## src/rtl/pc_fetch_stage.sv

```systemverilog
// Fetch stage: PC register, PC+PC_INC feedback, IF/ID pipeline register with stall/flush/bubble control.
// Optional FETCH_PERF_CNT_EN adds saturating fetch and stall counters (perf_fetched, perf_stall).
module pc_fetch_stage #(
    parameter logic [31:0] RESET_PC      = 32'h0000_0000,
    parameter logic [31:0] PC_INC        = 32'd1,
    parameter int unsigned FLUSH_BUBBLES = 1
) (
    input  logic        clk,
    input  logic        rst,
    input  logic [31:0] next_pc,
    input  logic        stall,
    input  logic        flush,
    input  logic [31:0] imem_rdata,
    output logic [31:0] imem_addr,
    output logic [31:0] pc_plus_inc,
    output logic [31:0] if_id_pc,
    output logic [31:0] if_id_instr,
    output logic        if_id_valid
`ifdef FETCH_PERF_CNT_EN
    ,
    output logic [31:0] perf_fetched,
    output logic [31:0] perf_stall
`endif
);

    localparam logic [1:0] S_BOOT   = 2'd0;
    localparam logic [1:0] S_RUN    = 2'd1;
    localparam logic [1:0] S_BUBBLE = 2'd2;

    localparam logic [2:0] BUBBLE_RELOAD = 3'(FLUSH_BUBBLES - 1);

    logic [1:0] state;
    logic [2:0] count;
    logic       fetch_load;

    assign pc_plus_inc = imem_addr + PC_INC;
    assign fetch_load  = (state == S_RUN) && !stall && !flush;

    always_ff @(posedge clk) begin
        if (rst) begin
            imem_addr   <= RESET_PC;
            if_id_pc    <= '0;
            if_id_instr <= '0;
            if_id_valid <= 1'b0;
            state       <= S_BOOT;
            count       <= '0;
        end else if (state == S_BOOT) begin
            state <= S_RUN;
        end else if (flush) begin
            imem_addr   <= next_pc;
            if_id_instr <= '0;
            if_id_valid <= 1'b0;
            count       <= BUBBLE_RELOAD;
            state       <= (FLUSH_BUBBLES > 1) ? S_BUBBLE : S_RUN;
        end else if (fetch_load) begin
            imem_addr   <= next_pc;
            if_id_pc    <= imem_addr;
            if_id_instr <= imem_rdata;
            if_id_valid <= 1'b1;
        end else if (state == S_BUBBLE && !stall) begin
            // count holds the bubble edges still owed; the last one hands back to S_RUN
            imem_addr   <= next_pc;
            if_id_valid <= 1'b0;
            count       <= count - 3'd1;
            if (count <= 3'd1) begin
                state <= S_RUN;
            end
        end else if (state != S_RUN && state != S_BUBBLE) begin
            state <= S_RUN;
        end
    end

`ifdef FETCH_PERF_CNT_EN
    always_ff @(posedge clk) begin
        if (rst) begin
            perf_fetched <= '0;
            perf_stall   <= '0;
        end else begin
            if (fetch_load && perf_fetched != '1) begin
                perf_fetched <= perf_fetched + 32'd1;
            end
            if (stall && !flush && perf_stall != '1) begin
                perf_stall <= perf_stall + 32'd1;
            end
        end
    end
`endif

endmodule

```

## config.mk

```make
export PLATFORM = sky130hd
export DESIGN_NAME = pc_fetch_stage
export DESIGN_NICKNAME = d
export VERILOG_FILES = /design/src/rtl/pc_fetch_stage.sv
export SDC_FILE = /design/constraint.sdc
export NUM_CORES = 1
export LEC_CHECK = 0
export BUFFER_PORTS_ARGS = -buffer_cell sky130_fd_sc_hd__buf_2
export CAP_MARGIN = 20
export CORE_UTILIZATION = 45
export DETAILED_ROUTE_END_ITERATION = 8
export GPL_ROUTABILITY_DRIVEN = 0
export PLACE_DENSITY = 0.88
export SLEW_MARGIN = 20
export SYNTH_ARGS = -nofsm -noshare
export SYNTH_HDL_FRONTEND = slang
export SYNTH_SLANG_ARGS = --single-unit
```

## constraint.sdc

```tcl
create_clock -name clk -period 1.85 [get_ports clk]
set_input_delay 0.2775 -clock clk [delete_from_list [all_inputs] [get_ports clk]]
set_output_delay 0.2775 -clock clk [all_outputs]
set_load 0.02 [all_outputs]
```

# ---- Yosys cells after proc, flatten, opt, wreduce, memory -nomap -nowiden
# Cells that the tools add are included.
dict set report totals {
  ff_bits 102
  wordCells 57
  inputBits 68
  out_inout_bits 129
}
dict set report op_classes {
  magnitude_cmp 1
  n_addsub 2
  n_reduce_logical 19
  bitwise_logic 3
  n_eq_ne 8
  n_mux 17
}
# operator count
set op_table {}
lappend op_table {{$mux W32} 5}
lappend op_table {{$add A32 B1 Y32 const B} 1}
lappend op_table {{$reduce_and A3 Y1} 4}
lappend op_table {{$mux W3} 3}
lappend op_table {{$mux W1} 6}
lappend op_table {{$mux W2} 3}
lappend op_table {{$reduce_bool A2 Y1} 3}
lappend op_table {{$logic_and A1 B1 Y1} 4}
lappend op_table {{$ne A2 B1 Y1 const B} 2}
lappend op_table {{$ne A2 B2 Y1 const B} 2}
lappend op_table {{$ne A4 B3 Y1 const B} 1}
lappend op_table {{$reduce_and A2 Y1} 2}
lappend op_table {{$reduce_bool A4 Y1} 1}
lappend op_table {{$le A3 B1 Y1 const B} 1}
lappend op_table {{$ne A3 B2 Y1 const B} 1}
lappend op_table {{$not A1 Y1} 3}
lappend op_table {{$reduce_bool A3 Y1} 1}
lappend op_table {{$reduce_or A3 Y1} 1}
lappend op_table {{$sub A3 B1 Y3 const B} 1}
lappend op_table {{$eq A2 B1 Y1 const B} 1}
lappend op_table {{$eq A2 B2 Y1 const B} 1}
lappend op_table {{$logic_not A1 Y1} 2}
lappend op_table {{$logic_not A2 Y1} 1}

# ---- Depth between registers and ports, before layout
# Gate-level depths: netlist (run 1).
dict set report logic_depth {
  word_depth 7
  mapped_depth 6
  mapped_depth_nobuf 5
}

# ---- Worst setup path before layout (run 1)
# OpenSTA, ideal clock, no wires.
dict set report synth_path {
  path_kind {reg2out}
  startpoint {reg imem_addr[8]}
  endpoint {out pc_plus_inc[24]}
  path_buffers 0
  arrival_time_ns 1.795
  stages_incl_launch_ff 5
  required_ns 1.572
  setup_slack_ns -0.223
  path_cell_list {dfxtp_1 -> nand3_1 -> nor4_4 -> nand4_1 -> xnor2_1}
}
dict set report synth_via {
  elab_chain_len 1
}
# element line_no
set synth_rtl {}
lappend synth_rtl {{start: declaration} 14} ;# output logic [31:0] imem_addr,
lappend synth_rtl {{start signal: assignment} 50} ;# imem_addr <= next_pc;
lappend synth_rtl {{start signal: assignment} 56} ;# imem_addr <= next_pc;
lappend synth_rtl {{start signal: assignment} 62} ;# imem_addr <= next_pc;
lappend synth_rtl {{$add A32 B1 Y32} 36} ;# assign pc_plus_inc = imem_addr + PC_INC;
lappend synth_rtl {{end: declaration} 15} ;# output logic [31:0] pc_plus_inc,
# Every way passes these cells.

# ---- Worst setup path in the final report (run 1)
dict set report layout_path {
  startpoint {reg imem_addr[3]}
  endpoint {out pc_plus_inc[13]}
}
# The elaborated chain is that of the path after synthesis.

==> run summary, run 1 <==
Clock latency on the worst-skew pair: 0.36 ns
# rows: 33
Hold Path End: if_id_instr[26]$_SDFFE_PP0P_
Reg2reg end: if_id_pc[26]$_SDFFE_PP0P_
Synth unique cells: 26
Status: finished, violations left
H-Tree Depth: 3
Clk pin slew, worst setup/hold paths: 0.10 ns
Largest net degree at the start of global routing: 99
Slew HR: 0.709
Synth Area in Simple Gates: 0.239
Total length of routed wires: 12,000 µm
Routed vias: 4,222
ANT cells: 0
Worst-path cell chain: nand4_4, buf_6, or3_4, nor2_1, xor2_2, buf_2
TritonCTS Buffers: 9
Hpwl dp: 8290 µm
Max-Cap Viols: 0
Synthesized cell area: 0.00392 mm²
WL per Instance: 14.7 µm
Area delta synth->final: 51.6%
Die H: 95.3 µm
Crit path launch type: flip-flop
Synth top area share: 0.501
Synth Area in XOR/XNOR: 0.0670
Warnings, synthesis: 0
Worst setup EP type: output pin
Largest family of logic cells by synthesized area: simple AND/OR/NAND/NOR gates
Vias in the first global route: 3,901
Number of setup violations in the final report: 24
RSZ-0062 raised after global routing: true
Minimum clock period after layout: 2.23 ns
Crit Reg-Reg Startpoint: state[0]$_SDFFE_PP0P_
Dpl ws: -0.0358 ns
Crit path largest cell delay: 0.37 ns
Failing checks: negative setup slack
Vias/cell: 5.19
Final #Nets: 773
Worst Hold Class: in2reg
Final Skew: 0.0137 ns
Part of the cycle the worst path needs: 1.20
Clk root buf: clkbuf_8
Most common cell after layout, fill and taps aside: buf_2
R2R setup slack: 0.44 ns
Slew @ Worst Pin: 0.437 ns
I/O Buffers: 196
Leak: 2.89 nW
Crit path arrival time: 1.95 ns
DRC Markers: 0
Hold Path Depth: 3
Post-synthesis compound-gate area fraction: 0.149
Top cells by area, synth: dfxtp_1 (50%), nand2_1 (13%), a21oi_1 (8.3%)
Cell Pwr Density: 712 mW/mm²
CTS Sinks: 98
Share of cells above drive strength 1: 0.472
Mapped Nets: 548
Max Fanout on Critical Path: 3
Worst setup path class: reg2out
Slowest CP cell: dfxtp_4
Die width: 95.3 µm
Endpoints failing hold: 0
Initial Util: 0.470
Post-route setup slack: -0.379 ns
Core Footprint: 0.00834 mm²
Commonest cells after routing, fill and taps aside: buf_2 (170), nand2_1 (132), dfxtp_1 (76)
CP Buf/Inv Count: 2
Gr usage total: 0.256
Pins Over Slew Limit: 0
Bufs on Longest Clock Path: 2
Total grt overflow: 0
# hold bufs at CTS: 0
Seq/Total Area, Yosys: 0.501
First-pass GRT wire length: 18,000 µm
#FFs+latches synth: 98
Reg2Reg Depth: 4
Area leader, netlist: dfxtp_1
Routed Antenna Nets: 0
Ports: 197
Worst path required time: 1.57 ns
Overall power: 0.00423 W
Initial DRC count: 175
Total die area: 0.00909 mm²
Avg Cell Area, Syn: 8.18 µm²
Initial antenna violation count: 0
First-pass iteration count of the detailed router: 4
Hold_sp: imem_rdata[26]
CTS tree: done
Fmax: 0.449 GHz
Mux cell area share after synthesis: 0
Family with the most delay on the worst path: simple AND/OR/NAND/NOR gates
Post-Synthesis Cells: 479
Adder-cell share of the synthesized area: 0.00319
Worst IR Drop VDD: 0.000435 V
==> metal layers <==
layer | GRT usage | part of all wire | vias to the layer above | wire [µm]
met5 | 0 | 0 | - | 0
met4 | 0.0997 | 0.020 | 0 | 240
met3 | 0.0598 | 0.072 | 24 | 868
met2 | 0.449 | 0.51 | 177 | 6130
met1 | 0.301 | 0.40 | 1973 | 4730
li1 | - | - | 2048 | -
==> synthesized netlist by cell type <==
cell type	number
a211oi_1	1
buf_1	1
a22oi_1	32
xor2_1	8
buf_4	2
nand4_1	6
buf_6	1
o21ai_1	1
xnor2_1	22
dfxtp_1	98
and2_0	1
nor4_1	1
inv_1	4
and3_1	3
nand4_4	2
nand3_1	14
and4_1	4
a21oi_1	65
nand2_1	137
clkbuf_1	31
ha_1	1
a21boi_1	1
and2_1	2
or3_1	1
nor2_1	38
nor4_4	2
==> area by class of cell <==
| cell class | instances | area, µm² |
|---|---|---|
| fillers | 644 | 2400 |
| repair buffers | 249 | 1500 |
| inverters | 4 | 15.0 |
| multi-input cells | 342 | 2090 |
| clock buffers | 10 | 138 |
| clock inverters | 6 | 50.0 |
| flip-flops and latches | 98 | 2010 |
| well taps | 105 | 131 |
==> how the worst max path moves through the flow <==
| stage | startpoint | to | slack (ns) | cells past startpoint |
|---|---|---|---|---|
| finish | imem_addr[3]$_SDFFE_PP0P_ | pc_plus_inc[13] | -0.38 | 6 |
| global placement | imem_addr[1]$_SDFFE_PP0P_ | pc_plus_inc[24] | 0.04 | 7 |
| floorplan | imem_addr[9]$_SDFFE_PP0P_ | pc_plus_inc[24] | -0.02 | 5 |
| detailed placement | imem_addr[0]$_SDFFE_PP0P_ | pc_plus_inc[24] | -0.04 | 7 |
| CTS | imem_addr[12]$_SDFFE_PP0P_ | pc_plus_inc[23] | -0.39 | 7 |
| global route | imem_addr[3]$_SDFFE_PP0P_ | pc_plus_inc[23] | -0.49 | 6 |
==> worst min-delay path: stages <==
cell and delay, ns:
buf_2 0.07, a22oi_1 0.05, nor2_1 0.07
==> cells by family (layout without fill, tap and decap cells) <==
logic type / after synthesis / in the layout
AOI/OAI and AO/OA: 100 / 100
xor gates and xnor gates: 30 / 30
adders and majority gates: 1 / 1
buffers and inverters: 39 / 269
DFF: 98 / 98
and+or+nand+nor: 211 / 211
==> where the power goes <==
part	switching, W	total [W]	internal [W]
clock network	0.000755	0.00130	0.000541
registers	0.0000527	0.00223	0.00218
logic	0.000421	0.000705	0.000284
total	0.00123	0.00423	0.00300
==> repair_timing <==
action,CTS,global route
endpoints found under the setup margin,26,27
gates resized for setup,34,32
buffers inserted,9,5
pin swaps,14,8
gates cloned,2,0
==> through the flow <==
| stage | TNS (ns) | utilization | cell area, µm² | hold slack, ns | std cells |
|---|---|---|---|---|---|
| floorplan | -0.0204 | - | 4130 | 0.378 | 479 |
| global placement | 0 | 0.646 | 5390 | 0.439 | 782 |
| detailed placement | -0.0358 | 0.646 | 5390 | 0.445 | 782 |
| CTS | -7.30 | 0.694 | 5790 | 0.128 | 809 |
| global route | -9.19 | 0.712 | 5940 | 0.131 | 814 |
| finish | -6.74 | 0.712 | 5940 | 0.147 | 814 |
==> state kept, by name, indices dropped and copies added, names as in the netlist <==
| register | cells |
|---|---|
| if_id_instr | 32 |
| if_id_valid | 1 |
| state | 1 |
| imem_addr | 32 |
| if_id_pc | 32 |
No activity file was read; power rests on OpenSTA's default activity.
==> inputs of run 2 (changes only) <==
--- a/config.mk
+++ b/config.mk
@@ -5,12 +5,13 @@
 export SDC_FILE = /design/constraint.sdc
 export NUM_CORES = 1
 export LEC_CHECK = 0
+export ABC_AREA = 1
 export BUFFER_PORTS_ARGS = -buffer_cell sky130_fd_sc_hd__buf_2
 export CAP_MARGIN = 20
-export CORE_UTILIZATION = 45
+export CORE_UTILIZATION = 47
 export DETAILED_ROUTE_END_ITERATION = 8
 export GPL_ROUTABILITY_DRIVEN = 0
-export PLACE_DENSITY = 0.88
+export PLACE_DENSITY = 0.89
 export SLEW_MARGIN = 20
 export SYNTH_ARGS = -nofsm -noshare
 export SYNTH_HDL_FRONTEND = slang
==> run summary, run 2 <==
Crit Reg-Reg Startpoint: state[0]$_SDFFE_PP0P_
Max Fanout on Critical Path: 5
Fmax: 0.498 GHz
Commonest cells after routing, fill and taps aside: buf_2 (167), nand2_1 (99), a21oi_1 (85)
Worst setup path class: reg2out
Minimum clock period after layout: 2.01 ns
Vias/cell: 5.13
Initial DRC count: 162
Routed vias: 4,785
Synth top area share: 0.445
Gr usage total: 0.258
Final Skew: 0.0133 ns
DRC Markers: 0
Core Util, Final: 0.712
Clock latency on the worst-skew pair: 0.36 ns
Post-route setup slack: -0.159 ns
Die H: 98.8 µm
Overall power: 0.00484 W
#FFs+latches synth: 98
Most common cell after layout, fill and taps aside: buf_2
Core Footprint: 0.00889 mm²
Warnings, synthesis: 0
Number of setup violations in the final report: 23
Endpoints failing hold: 0
Synthesized cell area: 0.00441 mm²
Worst path required time: 1.57 ns
Avg Cell Area, Syn: 7.23 µm²
Area delta synth->final: 43.5%
Dpl ws: 0.0992 ns
Top flop regs: if_id_instr: 32 flops, if_id_pc: 32 flops, imem_addr: 32 flops
First-pass iteration count of the detailed router: 6
Clk pwr share: 0.321
Share of cells above drive strength 1: 0.419
Mapped Nets: 679
H-Tree Depth: 3
CTS tree: done
Critical path's most frequent cell: nand2_1
Crit path arrival time: 1.73 ns
I/O Buffers: 196
Synth unique cells: 25
Family with the most delay on the worst path: simple AND/OR/NAND/NOR gates
Post-route cell area: 0.00633 mm²
Ports: 197
Worst setup EP type: output pin
Hpwl dp: 8870 µm
Hold Path Depth: 3
Die width: 98.8 µm
Status: finished, violations left
Vias in the first global route: 4,401
RSZ-0062 raised after global routing: true
Slew HR: 0.718
Area leader, netlist: dfxtp_1
Sw frac: 0.298
CP Buf/Inv Count: 2
Int Power: 0.00340 W
Failing checks: negative setup slack
Slowest CP cell: dfxtp_2
Hold_ws: 0.170 ns
WL per Instance: 14.1 µm
Pins Over Slew Limit: 0
Cell Pwr Density: 765 mW/mm²
Worst IR Drop VDD: 0.000453 V
Reg2reg end: imem_addr[17]$_SDFFE_PP0P_
GR Layer Usage met1: 0.303
First-pass GRT wire length: 20,100 µm
Clk pin slew, worst setup/hold paths: 0.11 ns
Reg2Reg Depth: 4
TritonCTS Buffers: 9
Total length of routed wires: 13,200 µm
CP Launch Point: imem_addr[1]$_SDFFE_PP0P_
Top cells by area, synth: dfxtp_1 (45%), nand2_1 (10%), a21oi_1 (9.7%)
Final #Nets: 889
Prevailing post-synth register cell: dfxtp_1
Leak: 2.98 nW
Max-Cap Viols: 0
Synth top cells by count: nand2_1 (122), dfxtp_1 (98), a21oi_1 (85)
Seq/Total Area, Yosys: 0.445
Synth async-reset ratio: 0
Dpl cell area: 0.00553 mm²
Met3 usage: 0.0688
Sw power: 0.00144 W
Part of the cycle the worst path needs: 1.09
Worst-path cell chain: buf_6, nand2_4, nor2_4, nand2_2, nor2_4, nand2_1, nand2_1, nand2_1, buf_6
Bufs on Longest Clock Path: 2
ANT cells: 0
Comb power frac: 0.196
Routed Antenna Nets: 0
Initial Util: 0.496
Busiest grt layer: met2
Slew @ Worst Pin: 0.423 ns
Most frequent cell after synthesis: nand2_1
R2R setup slack: 0.61 ns
Initial antenna violation count: 0
Crit path largest cell delay: 0.37 ns
CTS Sinks: 98
Sequential share of power: 0.483
Hold Path End: imem_addr[11]$_SDFFE_PP0P_
Crit path launch type: flip-flop
# rows: 34
Clk root buf: clkbuf_8
Largest net degree at the start of global routing: 66
Hold_sp: next_pc[11]
Worst Hold Class: in2reg
Met2 GRT Util: 0.445
Post-synth EDFFs: 0
Post-Synthesis Cells: 610
Total die area: 0.00977 mm²
Total grt overflow: 0
## run 2: power by group through the flow
| stage | Combinational, W | Sequential, W | Clock (W) |
|---|---|---|---|
| finish | 0.000949 | 0.00234 | 0.00155 |
| global route | 0.00103 | 0.00236 | 0.00167 |
| CTS | 0.000905 | 0.00233 | 0.00159 |
| detailed placement | 0.000855 | 0.00237 | 0 |
| global placement | 0.000845 | 0.00237 | 0 |
| floorplan | 0.000374 | 0.00251 | 0 |
## run 2: how the worst max path moves through the flow
stage / slack [ns] / end / cells after the start
after floorplan: 0.006 / pc_plus_inc[14] / 6
after global placement: 0.14 / pc_plus_inc[30] / 8
after detailed placement: 0.1 / pc_plus_inc[30] / 8
after CTS: -0.11 / pc_plus_inc[21] / 9
after global routing: -0.29 / pc_plus_inc[29] / 9
final: -0.16 / pc_plus_inc[21] / 9
## run 2: what timing repair did
item | 4_1_cts | 5_1_grt
pin swaps | 26 | 32
hold buffers | 0 | 0
resized for setup | 78 | 75
endpoints found under the setup margin | 26 | 29
setup buffers | 9 | 11
gates cloned | 0 | 0
## run 2: cell families (layout without fill, tap and decap cells)
family / after synthesis / count (layout) / synth area share
buffers and inverters: 100 / 314 / 0.0951
xor gates and xnor gates: 15 / 15 / 0.0332
DFF: 98 / 98 / 0.445
and+or+nand+nor: 246 / 246 / 0.253
AOI/OAI and AO/OA: 150 / 150 / 0.171
adders and majority gates: 1 / 1 / 0.00284
## run 2: through the flow
step,TNS [ns],std cells
after floorplan,0,610
after global placement,0,899
after detailed placement,0,899
after CTS,-1.73,923
after global routing,-4.42,932
final,-2.08,932
## run 2: area by class of cell
type,instances,area (µm²)
repair buffers,233,1440
fillers,696,2560
clock inverters,5,86.3
multi-input cells,412,2240
clock buffers,10,138
flip-flops and latches,98,2030
well taps,108,135
inverters,66,250
## run 2: metal layers
metal,share of wire,routed length [µm]
met4,0.033,430
met1,0.39,5120
met5,0,0
met2,0.50,6580
met3,0.079,1040
## run 2: worst reg2reg max path: stages, from the launching register on
cell and delay [ns]:
dfxtp_1 0.35, o21ai_4 0.08, buf_4 0.40, o21ai_0 0.21, a21oi_1 0.14
